**src/rtl/frac_lut6_bl_wl_writer.sv**
```systemverilog
// Serial bitstream writer for the frac_lut6 RS-latch configuration memory.
// Each accepted bit drives one bitline, then the matching wordline is pulsed
// with fixed setup/pulse/hold windows timed by a single down-counter.
//
//   state   | meaning
//   --------+-----------------------------------------------------------
//   S_IDLE  | waiting for start; all lines low
//   S_LOAD  | din_ready high; waiting for the next configuration bit
//   S_SETUP | bl driven, wl low; bitline settles before the wordline rises
//   S_PULSE | wl[bit_idx] high; latch captures bl
//   S_HOLD  | wl low, bl still driven; bl clears on exit
//   S_DONE  | one-cycle done pulse, then back to idle
module frac_lut6_bl_wl_writer #(
  parameter int NUM_BITS        = 64,
  parameter int SETUP_CYCLES    = 1,
  parameter int WL_PULSE_CYCLES = 2,
  parameter int HOLD_CYCLES     = 1
) (
  input  logic                        prog_clk,
  input  logic                        pReset,
  input  logic                        start,
  input  logic                        abort,
  input  logic                        din,
  input  logic                        din_valid,
  output logic                        din_ready,
  output logic [0:NUM_BITS-1]         bl,
  output logic [0:NUM_BITS-1]         wl,
  output logic                        busy,
  output logic                        done,
  output logic [$clog2(NUM_BITS)-1:0] bit_idx
);

  localparam int IDX_W   = $clog2(NUM_BITS);
  localparam int MAX_SP  = (SETUP_CYCLES > WL_PULSE_CYCLES) ? SETUP_CYCLES : WL_PULSE_CYCLES;
  localparam int MAX_CYC = (MAX_SP > HOLD_CYCLES) ? MAX_SP : HOLD_CYCLES;
  // Counter holds (window length - 1), so it only needs to reach MAX_CYC-1.
  localparam int CNT_W   = (MAX_CYC > 1) ? $clog2(MAX_CYC) : 1;

  localparam logic [CNT_W-1:0] SETUP_LOAD = CNT_W'(SETUP_CYCLES - 1);
  localparam logic [CNT_W-1:0] PULSE_LOAD = CNT_W'(WL_PULSE_CYCLES - 1);
  localparam logic [CNT_W-1:0] HOLD_LOAD  = CNT_W'(HOLD_CYCLES - 1);
  localparam logic [IDX_W-1:0] LAST_IDX   = IDX_W'(NUM_BITS - 1);

  typedef enum logic [2:0] {
    S_IDLE  = 3'd0,
    S_LOAD  = 3'd1,
    S_SETUP = 3'd2,
    S_PULSE = 3'd3,
    S_HOLD  = 3'd4,
    S_DONE  = 3'd5
  } state_t;

  state_t              state_q, state_d;
  logic [CNT_W-1:0]    cnt_q, cnt_d;
  logic [IDX_W-1:0]    bit_idx_q, bit_idx_d;
  logic [0:NUM_BITS-1] bl_q, bl_d;
  logic [0:NUM_BITS-1] wl_q, wl_d;
  logic                done_q, done_d;

  // Next-state, window timing and registered-output computation.
  always_comb begin
    state_d   = state_q;
    cnt_d     = cnt_q;
    bit_idx_d = bit_idx_q;
    bl_d      = bl_q;
    wl_d      = '0;
    done_d    = 1'b0;

    case (state_q)
      S_IDLE: begin
        if (start) begin
          state_d   = S_LOAD;
          bit_idx_d = '0;
        end
      end

      S_LOAD: begin
        // din_ready is high for the whole of LOAD, so valid alone completes the handshake.
        if (din_valid) begin
          bl_d            = '0;
          bl_d[bit_idx_q] = din;
          cnt_d           = SETUP_LOAD;
          state_d         = S_SETUP;
        end
      end

      S_SETUP: begin
        if (cnt_q == '0) begin
          wl_d[bit_idx_q] = 1'b1;
          cnt_d           = PULSE_LOAD;
          state_d         = S_PULSE;
        end else begin
          cnt_d = cnt_q - CNT_W'(1);
        end
      end

      S_PULSE: begin
        if (cnt_q == '0) begin
          cnt_d   = HOLD_LOAD;
          state_d = S_HOLD;
        end else begin
          wl_d[bit_idx_q] = 1'b1;
          cnt_d           = cnt_q - CNT_W'(1);
        end
      end

      S_HOLD: begin
        if (cnt_q == '0) begin
          bl_d = '0;
          if (bit_idx_q == LAST_IDX) begin
            done_d  = 1'b1;
            state_d = S_DONE;
          end else begin
            bit_idx_d = bit_idx_q + IDX_W'(1);
            state_d   = S_LOAD;
          end
        end else begin
          cnt_d = cnt_q - CNT_W'(1);
        end
      end

      S_DONE: begin
        bit_idx_d = '0;
        state_d   = S_IDLE;
      end

      default: begin
        bl_d      = '0;
        bit_idx_d = '0;
        state_d   = S_IDLE;
      end
    endcase

    // Abort overrides everything, including a start seen in IDLE.
    if (abort) begin
      state_d   = S_IDLE;
      cnt_d     = '0;
      bit_idx_d = '0;
      bl_d      = '0;
      wl_d      = '0;
      done_d    = 1'b0;
    end
  end

  // State and output registers; reset clears wl without waiting for a clock.
  always_ff @(posedge prog_clk or posedge pReset) begin
    if (pReset) begin
      state_q   <= S_IDLE;
      cnt_q     <= '0;
      bit_idx_q <= '0;
      bl_q      <= '0;
      wl_q      <= '0;
      done_q    <= 1'b0;
    end else begin
      state_q   <= state_d;
      cnt_q     <= cnt_d;
      bit_idx_q <= bit_idx_d;
      bl_q      <= bl_d;
      wl_q      <= wl_d;
      done_q    <= done_d;
    end
  end

  assign din_ready = (state_q == S_LOAD);
  assign busy      = (state_q != S_IDLE);
  assign done      = done_q;
  assign bl        = bl_q;
  assign wl        = wl_q;
  assign bit_idx   = bit_idx_q;

endmodule

```
**config.mk**
```make
export PLATFORM = sky130hd
export DESIGN_NAME = frac_lut6_bl_wl_writer
export DESIGN_NICKNAME = d
export VERILOG_FILES = /design/src/rtl/frac_lut6_bl_wl_writer.sv
export SDC_FILE = /design/constraint.sdc
export NUM_CORES = 1
export LEC_CHECK = 0
export CAP_MARGIN = 20
export CORE_ASPECT_RATIO = 1.4
export CORE_MARGIN = 1.5
export CORE_UTILIZATION = 25
export DETAILED_ROUTE_END_ITERATION = 6
export PLACE_DENSITY_LB_ADDON = 0.2
export SLEW_MARGIN = 20
export SYNTH_ARGS = -nofsm -noshare
export SYNTH_HDL_FRONTEND = slang
export SYNTH_SLANG_ARGS = --single-unit
```
**constraint.sdc**
```tcl
create_clock -name prog_clk -period 5.8 [get_ports prog_clk]
set_clock_uncertainty 0.2 [all_clocks]
set_input_delay 1.16 -clock prog_clk [delete_from_list [all_inputs] [get_ports prog_clk]]
set_output_delay 1.16 -clock prog_clk [all_outputs]
set_load 0.01 [all_outputs]
```
**Word-level counts from Yosys, hierarchy flattened**

Cells that the tools add are included.

- Register bits: 139

- Add/subtract/negate cells: 2
- Order comparisons: 2
- Equality and inequality tests: 14
- Multiplexer cells: 32
- Bitwise operators: 2
- Reductions and logical operators: 11

Operators with widths:

| cell | count |
|---|---|
| $mux 64 | 6 |
| $pmux 64 s3 | 1 |
| $pmux 64 s2 | 1 |
| $and 64x64->64 | 1 |
| $mux 6 | 4 |
| $mux 3 | 7 |
| $ne 3x3->1 const B | 6 |
| $pmux 6 s3 | 1 |
| $pmux 3 s5 | 1 |
| $mux 1 | 9 |
| $ge 7x7->1 const B | 1 |
| $lt 7x1->1 const B | 1 |
| $not 6->7 | 1 |
| $add 6x1->6 const B | 1 |
| $demux 1 s6 | 1 |
| $eq 3x2->1 const B | 2 |
| $eq 3x3->1 const B | 2 |
| $eq 6x6->1 const B | 1 |
| $reduce_and 5->1 | 1 |
| $ne 2x1->1 const B | 2 |
| $reduce_and 4->1 | 1 |
| $reduce_bool 4->1 | 1 |
| $reduce_or 4->1 | 1 |
| $eq 3x1->1 const B | 1 |
| 9 further kinds | 9 |

**Logic depth before layout (Yosys ltp)**

Gate-level depths: netlist (run 1).

- Depth after elaboration: 9
- Gate-level depth with buffers: 7

**Least setup slack after synthesis (run 1)**

OpenSTA, ideal clock, no wires.

- Path type: input to register
- Start point: in abort
- End point: reg bl_q, in the netlist bl[53]
- Library setup time: 0.096 ns
- Arrival: 2.241 ns
- Path slack: 3.263 ns
- Cell stages on the path: 4
- Path through: nor4b_4 > nand3b_2 > or3_1 > o31ai_1

- Word-level cells in the longest chain between the ends: 2

RTL lines:

| element | line | RTL |
|---|---|---|
| from (decl) | 22 | `input logic abort,` |
| $ne 3x3->1 (no source line) / $ne 2x1->1 (equally long branches) | n/a |  |
| $reduce_and 3->1 (no source line) | n/a |  |
| to (signal assigned) | 158 | `bl_q <= bl_d;` |
| to (decl) | 56 | `logic [0:NUM_BITS-1] bl_q, bl_d;` |

Several ways; a longest one is shown, not always the timed one.
A chain may end at the register's enable or synchronous reset.

**Final worst setup path (run 1)**

- Start point: in abort
- End point: reg bl_q, in the netlist bl[13]

The elaborated chain is that of the path after synthesis.

==> impl_results.md, run 1 <==
- Most frequent cells in the layout: 142 x clkdlybuf4s50_1, 139 x dfrtp_1, 95 x nand2_1
- Post-CTS Repair Setup Buffers: 0
- Hold crit path type: reg2reg
- Async SR Flop Fraction: 100%
- Critical Path RT: 5.92 ns
- Remaining antenna violation count: 0
- Kind of critical path: in2reg
- Fin crit share: between 60% and 70%
- Synth Net Count: slightly below 500
- Placed cell count: ~850
- # hold bufs at CTS: 0
- Antenna Cells: 0
- Cells along the critical path: clkdlybuf4s50_1 > nor4b_4 > nand3b_2 > or3_1 > o31ai_1
- Final hold vios: 0
- Clk sink count: ~140
- Clk Latency, worst-skew pair: 0.42 ns
- Drt drc: 1
- Post-layout util: 36.3%
- RSZ-0062 raised after global routing: no
- Delay-heaviest family, CP: simple AND/OR/NAND/NOR gates
- Port bufs: 142
- Synth Warn #: 0
- Layout cell share with drive strength beyond 1: between 7 and 8%
- Num CTS Buffers: 17
- Filler Cell Count: 2087
- Total GRT Usage: between 10% and 20%
- Seq cells post-synth: between 100 and 150
- Top FF cell, synth: dfrtp_1
- Rows: 62
- Number of synthesized flops with an enable pin: 0
- Post-Route WL: around 16000 um
- Crit-path max FO: 26
- # Max-Cap Violations: 0
- Total Power: between 0.002 and 0.0025 W
- Initial detailed-routing violation count: 265
- Syn Inst Count: 480
- Sequential share of the synthesized area: 65.7%
- Element type at the critical path start: primary input
- Worst path bufs/invs: 1
- Crit path max-delay cell type: clkdlybuf4s50_1
- Area growth syn-to-layout: 41.6%
- Pleak: around 3.1 nW
- Via count: 4020
- Status: finished, violations left
- Syn_area_per_cell: approximately 11 sq um
- Worst slew margin relative to its limit: 31.8%
- Clk buf depth: 2
- CP Capture Type: flip-flop
- DRT Pass-1 Iters: 7
- Min Tclk post-route: 3.52 ns
- Final setup margin: 2.28 ns
- IO Pins: 143
- Max-slew violation count: 0
- Core area: 20600 sq um
- Vias per cell: 4.58
- Worst Tran Pin Value: 1.02 ns
- Commonest non-fill, non-tap cell in the layout: clkdlybuf4s50_1
- Initial antenna violation count: 0
- Initial Utilization: ~26%
- CTS tree: built
- Setup TNS: 0 ns
- Die W: approximately 130 um
- Gpl congestion: 0.826
- Distinct cells, synth: 41
- CP Data Arrival Time: 3.64 ns
- Die Span Y: 175 um
- Vias in the first global route: 4239
- Highest cell delay on the worst timing path: 0.65 ns
- Pre-CTS setup slack: 1.78 ns
- H-tree levels: 4
- Remaining global-route overflow: 0
- Fin nets: 615
- Cell Pwr Density: a little under 300 nW/um^2
- PostCTS Resize Cnt: 0
- Root Driver: clkbuf_16
- Final Setup Violations: 0
- Largest net degree at the start of global routing: 129
- Post-DP HPWL: around 11000 um
- Routed WL per cell: 18.5 um
- First-pass GRT wire length: around 25000 um
- Peak VDD IR: between 0.00015 and 0.0002 V
- Clock slew at reported path FFs: 0.07 ns
- Failing checks: DRC
- Area of the die: 22100 sq um
- Layout Cells excl Fill: about 900
- F_max: 284 MHz
- Post-Syn Area: 5300 sq um
## kinds of logic after synthesis
group                      after synthesis  share of synthesized area (%)
AOI/OAI and AO/OA                       90                           12.4
and+or+nand+nor                        208                           17.2
muxes                                    2                          0.425
adders and majority gates                1                          0.236
buffers and inverters                   39                           3.94
xor gates and xnor gates                 1                          0.165
DFF                                    139                           65.7
## synth_stat cells (2+ instances only)
| cell type | count | area share [%] |
|---|---|---|
| mux2_2 | 2 | 0.43 |
| nor2b_1 | 3 | 0.35 |
| a21oi_1 | 6 | 0.57 |
| nor3_1 | 6 | 0.57 |
| or3_4 | 2 | 0.43 |
| nor2_1 | 73 | 5.2 |
| buf_6 | 6 | 1.3 |
| or2_2 | 2 | 0.24 |
| clkbuf_1 | 15 | 1.1 |
| nand3_1 | 5 | 0.47 |
| nor3b_1 | 4 | 0.57 |
| nand2b_1 | 5 | 0.59 |
| inv_1 | 3 | 0.21 |
| o32a_1 | 2 | 0.38 |
| o31ai_1 | 64 | 9.1 |
| a22o_1 | 2 | 0.33 |
| nand2_1 | 96 | 6.8 |
| o21ai_0 | 6 | 0.57 |
| buf_1 | 3 | 0.21 |
| buf_2 | 11 | 1.0 |
| o21bai_1 | 2 | 0.28 |
| dfrtp_1 | 139 | 66 |
| a211oi_1 | 2 | 0.28 |
| or3_1 | 4 | 0.47 |
## routing by layer
layer  track usage (%)  vias up  share of wire (%)
li1                  -     1887                  -
met1              18.2     1987                 42
met2              25.8      123                 52
met3              3.06       23                3.2
met4              5.89        0                2.8
met5                 0        -                  0
## where the power goes
part,switching (W),internal (W),leakage (nW)
clock,0.000484,0.000619,0.297
combinational,0.0000607,0.0000223,0.873
sequential,0.00000705,0.000972,1.94
## registers in the layout, indices dropped and copies added (netlist names)
signal and cells:
bit_idx 6, bl 64, cnt_q 1, done 1
state_q 3, wl 64
## cell type report
cell class              instances  area (sq um)  share of cell area (%)
repair buffers                145          1460                    19.4
multi-input cells             302          1630                    21.7
clock inverters                15           173                    2.30
inverters                       3          16.3                   0.217
well taps                     256           320                    4.27
flip-flops and latches        139          3480                    46.4
clock buffers                  17           425                    5.67
## worst paths after layout
kind / cells after the start / slack (ns) / startpoint / to
min in group asynchronous: 2 / 1.11 / pReset / wl[32]
setup / recovery: 5 / 2.28 / abort / bl[13]
hold / removal: 2 / 0.27 / bl[14] / bl[14]
max in group asynchronous: 3 / 3.21 / pReset / bl[24]
setup reg to reg: 4 / 3.12 / state_q[2] / bl[13]
hold reg to reg: 2 / 0.27 / bl[14] / bl[14]
## tightest hold or removal path, stage by stage (launching register included)
cell and delay, ns:
dfrtp_1 0.34, nand2_1 0.05, o31ai_1 0.05
## per-stage QoR
step / hold slack (ns) / instance area (sq um)
4_1_cts: 0.279 / 7500
6_report: 0.272 / 7500
3_3_place_gp: 0.266 / 6900
2_1_floorplan: 0.311 / 5300
3_5_place_dp: 0.264 / 6900
5_1_grt: 0.310 / 7500
Note: power is estimated with default switching activity, not from simulation.
==> inputs of run 2 (changes only) <==
==> constraint.sdc (replaced) <==
create_clock -name prog_clk -period 3.57 [get_ports prog_clk]
set_clock_uncertainty 0.2 [all_clocks]
set_input_delay 0.714 -clock prog_clk [delete_from_list [all_inputs] [get_ports prog_clk]]
set_output_delay 0.714 -clock prog_clk [all_outputs]
set_load 0.01 [all_outputs]
==> run 2 against run 1 <==
Effect of this change:
- the flow still finishes with violations (DRC)
- final cell count up 0.91%
- sequential share of layout area down 0.57 points
- global-route usage up 0.21 points
- largest power group unchanged
==> impl_results.md, run 2 (synthesized netlist as in run 1, its figures left out) <==
- Pre-CTS setup slack: 0.696 ns
- Critical R2R Launch: state_q[2]
- Pleak: 3.16 nW
- Kind of critical path: reg2out
- Peak VDD IR: 0.000283 V
- Layout cell share with drive strength beyond 1: 8.74%
- First-pass GRT wire length: 24800 um
- F_max: around 330 MHz
- IO Pins: 143
- Cell Pwr Density: 468 nW/um^2
- Post-DP HPWL: 11400 um
- PostCTS Resize Cnt: 0
- Gpl congestion: 0.848
- Initial detailed-routing violation count: 224
- Hold Path Depth: 2
- Core area: slightly above 20000 sq um
- Setup TNS: 0 ns
- Die W: 126 um
- Worst slew margin relative to its limit: between 50% and 60%
- Vias per cell: 4.57
- Vias in the first global route: 4071
- Min Tclk post-route: 2.99 ns
- Initial antenna violation count: 0
- Most frequent cells in the layout: 142 x clkdlybuf4s50_1, 139 x dfrtp_1, 96 x nand2_1
- Highest cell delay on the worst timing path: 0.63 ns
- Total GRT Usage: 15.1%
- Port bufs: 142
- RSZ-0062 raised after global routing: no
- Reg2Reg Depth: 4
- DRT Pass-1 Iters: 7
- Die Span Y: 175 um
- CP Data Arrival Time: 2.08 ns
- Final Setup Violations: 0
- Post-CTS Repair Setup Buffers: 0
- # hold bufs at CTS: 0
- Element type at the critical path start: flip-flop
- Largest net degree at the start of global routing: 129
- Final hold vios: 0
- CP Capture Type: output pin
- Clk Latency, worst-skew pair: 0.42 ns
- Fin crit share: a little over four fifths
- Num CTS Buffers: 17
- Drt drc: 7
- Reg2reg setup slack: 1.26 ns
- Routed WL per cell: 18.4 um
- Placed cell count: around 850
- Layout Cells excl Fill: 885
- Worst r2r dst: bl[53]
- Status: finished, violations left
- Crit path max-delay cell type: clkdlybuf4s50_1
- Worst Tran Pin Value: 0.727 ns
- Failing checks: DRC
- Crit-path max FO: 13
- Clk sink count: 139
- Final setup margin: 0.575 ns
- Clk buf depth: 2
- H-tree levels: 4
- Fin nets: 624
- Antenna Cells: 0
- Max-slew violation count: 0
- Hold wc startpoint: bl[12]
- Clock slew at reported path FFs: 0.06 ns
- Rows: between 60 and 70
- Cells along the critical path: nor3b_1 > clkdlybuf4s50_1
- Area of the die: 22100 sq um
- Post-Route WL: 16200 um
- # Max-Cap Violations: 0
- Via count: between 4000 and 5000
- Hold crit path type: reg2reg
- CTS tree: built
- Critical Path RT: 2.66 ns
- Remaining global-route overflow: 0
- Area growth syn-to-layout: 43.4%
- Initial Utilization: between 20% and 30%
- Filler Cell Count: 2071
- Root Driver: clkbuf_16
- Hold Path Sink: bl[12]
- Commonest non-fill, non-tap cell in the layout: clkdlybuf4s50_1
- Remaining antenna violation count: 0
-- run 2: changes by cell type in the layout (fill, tap and decap cells not counted), sizes merged --
cell      before  now
clkinvlp       0    1
inv           15    5
clkinv         2    6
bufinv         1    3
clkbuf        17   19
buf            3   12
-- run 2: per-stage QoR --
| step | area [sq um] | util, % | total power, W | hold slack, ns |
|---|---|---|---|---|
| floorplan | 5300 | - | 0.00172 | 0.311 |
| global placement | 6980 | 33.8 | 0.00176 | 0.262 |
| detailed placement | 6980 | 33.8 | 0.00176 | 0.264 |
| CTS | 7590 | 36.8 | 0.00361 | 0.278 |
| global route | 7590 | 36.8 | 0.00369 | 0.288 |
| finish | 7590 | 36.8 | 0.00356 | 0.274 |
-- run 2: area by class of cell --
cell class | count | area (sq um) | share of cell area (%)
inverters | 3 | 15.0 | 0.198
well taps | 256 | 320 | 4.22
repair buffers | 154 | 1540 | 20.2
flip-flops and latches | 139 | 3480 | 45.8
multi-input cells | 302 | 1630 | 21.4
clock inverters | 12 | 164 | 2.16
clock buffers | 19 | 453 | 5.96
-- run 2: critical path, delay by kind of cell, from the launching register on --
family | cells | cell delay (ns)
DFF | 1 | 0.58
and+or+nand+nor | 1 | 0.45
buffers and inverters | 1 | 0.63
-- run 2: worst max-delay path by stage --
stage          startpoint          to  cells after the start
2_1_floorplan      pReset  bit_idx[0]                      1
3_3_place_gp        abort      wl[53]                      5
3_5_place_dp        abort      wl[53]                      5
4_1_cts        state_q[0]   din_ready                      2
5_1_grt        state_q[0]   din_ready                      2
6_report       state_q[0]   din_ready                      2
-- run 2: report_power, final --
| group | switching (W) | internal (W) | leakage, nW | total (W) |
|---|---|---|---|---|
| logic | 0.0000997 | 0.0000403 | 0.914 | 0.000140 |
| clock network | 0.000683 | 0.00114 | 0.306 | 0.00183 |
| registers | 0.0000117 | 0.00158 | 1.94 | 0.00159 |
-- run 2: per-layer routing --
layer | global-route usage, % | part of all wire (%)
met5 | 0 | 0
met4 | 6.75 | 2.6
met3 | 4.01 | 4.0
met2 | 25.3 | 51
met1 | 18.2 | 42
==> inputs of run 3 (changes only) <==
==> constraint.sdc (replaced) <==
create_clock -name prog_clk -period 2.88 [get_ports prog_clk]
set_clock_uncertainty 0.2 [all_clocks]
set_input_delay 0.576 -clock prog_clk [delete_from_list [all_inputs] [get_ports prog_clk]]
set_output_delay 0.576 -clock prog_clk [all_outputs]
set_load 0.01 [all_outputs]
==> run 3 against run 2 <==
Effect of this change:
- setup slack lost 0.36 ns
- non-clock buffer count grew 10
- largest cell class unchanged
- clock power grew 39%
- sequential cell count is the same
- largest power group unchanged
- the flow still finishes with violations (DRC)
- combinational power grew 49%
- first-iteration DRC count grew 9.4%
==> impl_results.md, run 3 (synthesized netlist as in run 1, its figures left out) <==
- Status: finished, violations left
- Failing checks: DRC
- Hold Path Depth: 2
- Area growth syn-to-layout: 46.9%
- Clock slew at reported path FFs: ~0.06 ns
- Drt drc: 9
- Hold wc startpoint: bl[24]
- Hold crit path type: reg2reg
- Remaining antenna violation count: 0
- Gpl congestion: between 0.8 and 0.9
- # Max-Cap Violations: 0
- RSZ-0062 raised after global routing: no
- Largest net degree at the start of global routing: 54
- Most frequent cells in the layout: 142 x clkdlybuf4s50_1, 139 x dfrtp_1, 96 x nand2_1
- Reg power frac: 41.6%
- Final Setup Violations: 0
- Via count: 4121
- IO Pins: 143
- Sw Share: a little over a fifth
- Element type at the critical path start: flip-flop
- Num CTS Buffers: 17
- Highest metal used: met4
- Initial detailed-routing violation count: about 250
- Final hold vios: 0
- Reg2Reg Depth: 5
- Reg2reg setup slack: about 0.67 ns
- Rows: 62
- Vias in the first global route: 4339
- Antenna Cells: 0
- Area of the die: approximately 22000 sq um
- Post-DP HPWL: approximately 12000 um
- Commonest non-fill, non-tap cell in the layout: clkdlybuf4s50_1
- CP Capture Type: output pin
- Remaining global-route overflow: 0
- Max-slew violation count: 0
- Filler Cell Count: 2020
- DRT Pass-1 Iters: 7
- Worst r2r dst: wl[61]
- Critical Path RT: 2.10 ns
- Clock network power share: 53.9%
- Hold Path Sink: bl[24]
- Clk Latency, worst-skew pair: about 0.42 ns
- Port bufs: around 140
- Initial Utilization: 25.7%
- Layout cell share with drive strength beyond 1: 10.2%
- Min Tclk post-route: 2.66 ns
- H-tree levels: 4
- Die W: 126 um
- Post-Route WL: 16400 um
- Clk buf depth: 2
- Crit-path max FO: 3
- CTS tree: built
- Core area: 20600 sq um
- Layout Cells excl Fill: 896
- Routed WL per cell: 18.3 um
- CP Data Arrival Time: 1.89 ns
- Vias per cell: approximately 4.6
- Critical R2R Launch: state_q[0]
- Die Span Y: 175 um
- Total GRT Usage: 15.5%
- Clk sink count: approximately 140
- Worst Tran Pin Value: 0.649 ns
- F_max: 375 MHz
- Pleak: roughly 3.3 nW
- Combinational Power Share: 4.4%
- DR WL met2: ~8400 um
- Post-CTS Repair Setup Buffers: 0
- Kind of critical path: reg2out
- # hold bufs at CTS: 0
- Internal: 0.00371 W
- Met1 WL: 6760 um
- NetSw: roughly 0.0010 W
- Wire length on met3: 826 um
- Multi-input logic area: 1630 sq um
- Fin crit share: 92.5%
- Initial antenna violation count: 0
- PostCTS Resize Cnt: 0
- Fin nets: 634
- Setup TNS: 0 ns
- Root Driver: clkbuf_16
- Worst slew margin relative to its limit: a little under three fifths
- Register area: 3480 sq um
- Placed cell count: 864
- Cell Pwr Density: ~600 nW/um^2
- First-pass GRT wire length: around 25000 um
- Peak VDD IR: about 0.00036 V
-- run 3: per-layer routing --
layer | up-vias | global-route usage [%]
li1 | 1927 | -
met1 | 2047 | 18.5
met2 | 128 | 26.2
met3 | 19 | 4.07
met4 | 0 | 6.70
met5 | - | 0
-- run 3: cell type report --
type	count	share of cell area (%)
timing repair buffer	164	21.2
clock inverter	12	2.99
inverter	3	0.193
multi-input combinational	302	20.9
clock buffer	20	5.87
tap	256	4.12
sequential	139	44.7
-- run 3: critical path, stage by stage, from the launching register on --
cell	delay, ns
dfrtp_1	0.39
nor3b_1	0.44
clkdlybuf4s50_1	0.64
-- run 3: power by group through the flow --
stage | sequential (W) | clock, W | combinational, W
detailed placement | 0.00200 | 0 | 0.000213
floorplan | 0.00200 | 0 | 0.000138
global placement | 0.00200 | 0 | 0.000208
CTS | 0.00196 | 0.00261 | 0.000214
finish | 0.00196 | 0.00254 | 0.000209
global route | 0.00196 | 0.00269 | 0.000232
-- run 3: how the worst max path moves through the flow --
| stage | cells past startpoint | from | to |
|---|---|---|---|
| global placement | 4 | abort | wl[53] |
| detailed placement | 4 | abort | wl[61] |
| finish | 2 | state_q[2] | din_ready |
| floorplan | 1 | pReset | bit_idx[0] |
| CTS | 2 | state_q[2] | din_ready |
| global route | 2 | state_q[2] | din_ready |
-- run 3: per-stage QoR --
stage	hold WS, ns	util (%)	worst slack (ns)	power [W]	instance area (sq um)
3_3_place_gp	0.260	34.4	0.307	0.00221	7090
4_1_cts	0.282	37.7	0.183	0.00478	7780
5_1_grt	0.304	37.7	0.113	0.00488	7780
3_5_place_dp	0.269	34.4	0.268	0.00221	7090
6_report	0.275	37.7	0.216	0.00472	7780
2_1_floorplan	0.311	-	0.369	0.00214	5300
